--- src/rtl/dmem_arbiter.sv ---
// dmem_arbiter: round-robin sharing of one byte-enabled data RAM between two requesters
module dmem_arbiter #(
  parameter logic [31:0] ADDR_BASE   = 32'h0000_0000,
  parameter int          DEPTH_WORDS = 1024,
  parameter int          AW          = 10
) (
  input  logic          clk,
  input  logic          reset,
  input  logic          m0_req,
  input  logic [31:0]   m0_addr,
  input  logic [3:0]    m0_we,
  input  logic [31:0]   m0_wdata,
  output logic          m0_gnt,
  output logic          m0_rvalid,
  output logic [31:0]   m0_rdata,
  output logic          m0_err,
  input  logic          m1_req,
  input  logic [31:0]   m1_addr,
  input  logic [3:0]    m1_we,
  input  logic [31:0]   m1_wdata,
  output logic          m1_gnt,
  output logic          m1_rvalid,
  output logic [31:0]   m1_rdata,
  output logic          m1_err,
  output logic          mem_en,
  output logic [AW-1:0] mem_addr,
  output logic [3:0]    mem_we,
  output logic [31:0]   mem_wdata,
  input  logic [31:0]   mem_rdata
);
  logic        last_gnt, p_valid, p_port, p_err;
  logic [31:0] off0, off1;
  logic [3:0]  sel_we;
  logic        l0, l1, sel_legal, gnt;

  function automatic logic legal(input logic [31:0] off, input logic [3:0] we);
    legal = off < 32'(4 * DEPTH_WORDS) &&
      (we == 4'b0000 || we == 4'b1111 ||
       (we == 4'b0001 && off[1:0] == 2'd0) || (we == 4'b0010 && off[1:0] == 2'd1) ||
       (we == 4'b0100 && off[1:0] == 2'd2) || (we == 4'b1000 && off[1:0] == 2'd3) ||
       (we == 4'b0011 && off[1:0] == 2'd0) || (we == 4'b1100 && off[1:0] == 2'd2));
  endfunction

  assign off0      = m0_addr - ADDR_BASE;
  assign off1      = m1_addr - ADDR_BASE;
  assign l0        = legal(off0, m0_we);
  assign l1        = legal(off1, m1_we);
  // on a tie the port that did not win last time gets the slot
  assign m0_gnt    = !reset && m0_req && (!m1_req || last_gnt);
  assign m1_gnt    = !reset && m1_req && (!m0_req || !last_gnt);
  assign gnt       = m0_gnt || m1_gnt;
  assign sel_we    = m1_gnt ? m1_we : m0_we;
  assign sel_legal = m1_gnt ? l1 : l0;
  assign mem_en    = gnt && sel_legal;
  assign mem_we    = mem_en ? sel_we : 4'b0000;
  assign mem_addr  = mem_en ? (m1_gnt ? off1[AW+1:2] : off0[AW+1:2]) : '0;
  assign mem_wdata = mem_en ? (m1_gnt ? m1_wdata : m0_wdata) : '0;
  assign m0_rvalid = !reset && p_valid && !p_port;
  assign m1_rvalid = !reset && p_valid && p_port;
  assign m0_err    = m0_rvalid && p_err;
  assign m1_err    = m1_rvalid && p_err;
  assign m0_rdata  = (m0_rvalid && !p_err) ? mem_rdata : '0;
  assign m1_rdata  = (m1_rvalid && !p_err) ? mem_rdata : '0;

  // legal writes complete at grant; only reads and rejected accesses respond
  always_ff @(posedge clk) begin
    if (reset) begin
      last_gnt <= 1'b1;
      p_valid  <= 1'b0;
      p_port   <= 1'b0;
      p_err    <= 1'b0;
    end else begin
      if (gnt) last_gnt <= m1_gnt;
      p_valid <= gnt && (!sel_legal || sel_we == 4'b0000);
      p_port  <= m1_gnt;
      p_err   <= !sel_legal;
    end
  end
endmodule
--- config.mk ---
export PLATFORM = sky130hd
export DESIGN_NAME = dmem_arbiter
export DESIGN_NICKNAME = d
export VERILOG_FILES = /design/src/rtl/dmem_arbiter.sv
export SDC_FILE = /design/constraint.sdc
export NUM_CORES = 1
export LEC_CHECK = 0
export CAP_MARGIN = 0
export CORE_AREA = 5 5 110 112
export DETAILED_ROUTE_END_ITERATION = 10
export DIE_AREA = 0 0 115 117
export SLEW_MARGIN = 20
export SYNTH_ARGS = -nofsm -noshare
export SYNTH_HDL_FRONTEND = slang
export SYNTH_SLANG_ARGS = --single-unit
--- constraint.sdc ---
create_clock -name clk -period 3.03 [get_ports clk]
set_input_delay 0.606 -clock clk [delete_from_list [all_inputs] [get_ports clk]]
set_output_delay 0.606 -clock clk [all_outputs]
set_load 0.01 [all_outputs]
==> summary.txt <==
Die
  – I/O pins: 289
  – Initial Util: 0.141
  – Rows: 39
  – Core box area: 11100 sq um
  – Die span in y: 117 um
  – Die W: 115 um
  – Die Area: 13500 sq um

Clock tree
  – TritonCTS clock tree: built
  – Clock tree buffer depth: 2
  – # hold bufs at CTS: 0
  – Root Buffer: clkbuf_16
  – Clock latency on the worst-skew pair: 0.22 ns
  – Reg clk slew, reported paths: 0.03 ns
  – Num CTS Buffers: 3
  – Clock sinks: 4
  – H-tree lvl count: 1

Worst setup path
  – R2r startpoint: last_gnt
  – Startpoint types: primary input
  – Worst-path fanout max: 6
  – Crit Path Class: primary input to primary output
  – FF-to-FF End: p_valid
  – R2R setup slack: 1.45 ns
  – R2R depth: 9
  – Critical Path RT: 2.42 ns
  – Worst path arrival time: 2.58 ns
  – CP Capture Type: primary output

Yosys
  – Main combinational cell family by area after synthesis: simple AND/OR/NAND/NOR gates
  – Post-synthesis mux area share: 0
  – Number of synthesized flops with an enable pin: 0
  – Synth Instances: 239
  – Post-synth design cell area: 1570 sq um
  – Adder-cell share of the synthesized area: 0
  – Register bit total from synthesis: 4
  – Ys async rst share: 0
  – Simple-Gate Fraction of Synth Area: 0.593
  – Synth Area in Compound Gates: 0.281
  – Synthesized Nets: 411
  – Yosys warns: 0
  – Post-synthesis xor/xnor area fraction: 0
  – Unique cell type count in the Yosys netlist: 34
  – Ys flop type: dfxtp_1
  – Post-synthesis sequential area ratio: 0.0511
  – Syn Area/Cell: 6.55 sq um

Hold path
  – Min-Delay Path Class: register to register
  – Hold Crit Start: last_gnt
  – Hold EP: last_gnt
  – Hold depth: 1

Status
  – Failing checks: setup timing
  – Outcome: finished with violations

Cells and area
  – Register area: 80.1 sq um
  – Post-layout util: 0.529
  – Final net count: 743
  – Fillers: 1033
  – Multi-input logic area: 1800 sq um
  – N_diodes: 0
  – Final Cell Area: 5890 sq um
  – Layout cell share with drive strength beyond 1: 0.318
  – Area Overhead vs Synth: 276%
  – Layout Cells excl Fill: 712

Routing
  – Router iterations before antenna repair: 4
  – Drt wl/cell: 19.3 um
  – Drt via density: 4.39
  – DR iter-0 viols: 91
  – Vias: 3127
  – DRC viols: 0
  – Post-route ant nets: 0
  – Final WL: 13700 um

Place
  – Placed cell count: 692
  – GP Congestion: 0.830
  – Post-DP HPWL: 10800 um
  – Placed cell area: 4990 sq um
  – Port Buffers: 288

Timing
  – Slew headroom: 0.748
  – Max-slew violations: 0
  – RSZ-0062 raised after global routing: true
  – Post-route setup slack: -0.152 ns
  – Final hold vios: 0
  – Worst Clk Skew: 0.00267 ns
  – Fmax: 0.314 GHz
  – Least-Margin Pin Slew: 0.379 ns
  – Tmin final: 3.18 ns
  – Period utilization: 1.05
  – Setup TNS: -3.23 ns
  – # setup viols final: 46

Pwr
  – LEAKAGE: 3.04 nW
  – PwrDens: 128 nW/um^2
  – Maximum VDD drop: 0.000130 V
  – Final Power: 0.000752 W

Job
  – Max-cap violations: 0

Global routing
  – GRT overflow: 0
  – Total GRT Usage: 0.183
  – Largest net degree at the start of global routing: 33
  – First-pass GRT wire length: 18900 um
  – Initial antenna violation count: 0
  – Vias in the first global route: 3400
==> how the worst max path moves through the flow <==
stage                            from       endpoint  cells past startpoint  slack (ns)
after CTS                 m1_addr[12]   mem_wdata[4]                     10       -0.16
final                     m1_addr[12]  mem_wdata[24]                     10       -0.15
after global routing      m1_addr[12]   mem_wdata[4]                     10       -0.21
after floorplan           m1_addr[30]  mem_wdata[10]                      7        0.10
after global placement    m1_addr[30]  mem_wdata[31]                      8       -0.93
after detailed placement  m1_addr[30]  mem_wdata[31]                      8       -0.95
==> cells in the final DEF, fill, tap and decap left out, types with 11 or more instances in the layout <==
cell and instances:
nor2_4 35, dlygate4sd2_1 31, clkdlybuf4s50_1 162, a22oi_1 44, nor2_1 11, dlymetal6s2s_1 41, buf_4 32, buf_12 14
buf_2 15, and2_1 66, buf_6 39
==> worst max-delay path, stage by stage <==
cell and delay, ns:
buf_6 0.09, or4_4 0.52, or3_4 0.41, nor4_4 0.21, a21oi_4 0.11, buf_12 0.15
buf_8 0.13, buf_16 0.14, nor2_4 0.10, buf_6 0.10
==> per-stage QoR <==
stage / hold slack [ns] / setup WS, ns
2_1_floorplan: 0.452 / 0.103
3_3_place_gp: 0.469 / -0.927
6_report: 0.495 / -0.152
5_1_grt: 0.515 / -0.210
3_5_place_dp: 0.477 / -0.946
4_1_cts: 0.494 / -0.164
==> state kept, by name (all words and copies together), names as in the netlist <==
name and flops:
p_err 1, p_port 1, last_gnt 1, p_valid 1
==> Yosys cell counts, types with 3 or more instances <==
master | n | area, sq um
nor4b_1 | 5 | 43.8
a21oi_1 | 3 | 15.0
dfxtp_1 | 4 | 80.1
and2_1 | 66 | 413
nor4_1 | 10 | 62.6
nand2_1 | 5 | 18.8
buf_6 | 3 | 33.8
nor2_4 | 10 | 113
a22oi_1 | 46 | 345
nor2_1 | 45 | 169
nor2b_1 | 3 | 18.8
clkbuf_1 | 16 | 60.1
==> where the power goes <==
part           switching, W  leakage (nW)  internal [W]
Sequential       0.00000350        0.0335     0.0000569
Combinational      0.000167          2.97      0.000321
Clock             0.0000358        0.0370      0.000168
Total              0.000206          3.04      0.000546
==> layout make-up <==
cell class,count,area share
timing repair buffer,348,0.637
sequential,4,0.0136
multi-input combinational,213,0.306
inverter,1,0.000638
tap,143,0.0304
clock buffer,3,0.0128
==> metal layers <==
metal,GRT usage,vias to the layer above,part of all wire
met3,0.0555,4,0.099
met2,0.394,182,0.58
met1,0.175,1423,0.32
met4,0.0125,0,0.0047
li1,-,1518,-
met5,0,-,0
==> cells by family (layout without fill, tap and decap cells) <==
family / count (synthesis) / in the layout
flops: 4 / 4
simple gates: 155 / 155
buf+inv: 22 / 352
compound gates: 58 / 58
==> what timing repair did <==
action	4_1_cts	5_1_grt
gates cloned	8	2
setup endpoints to repair	112	87
gates resized for setup	340	75
pin swaps	45	6
setup buffers	7	1
(Power assumes the default switching activity.)
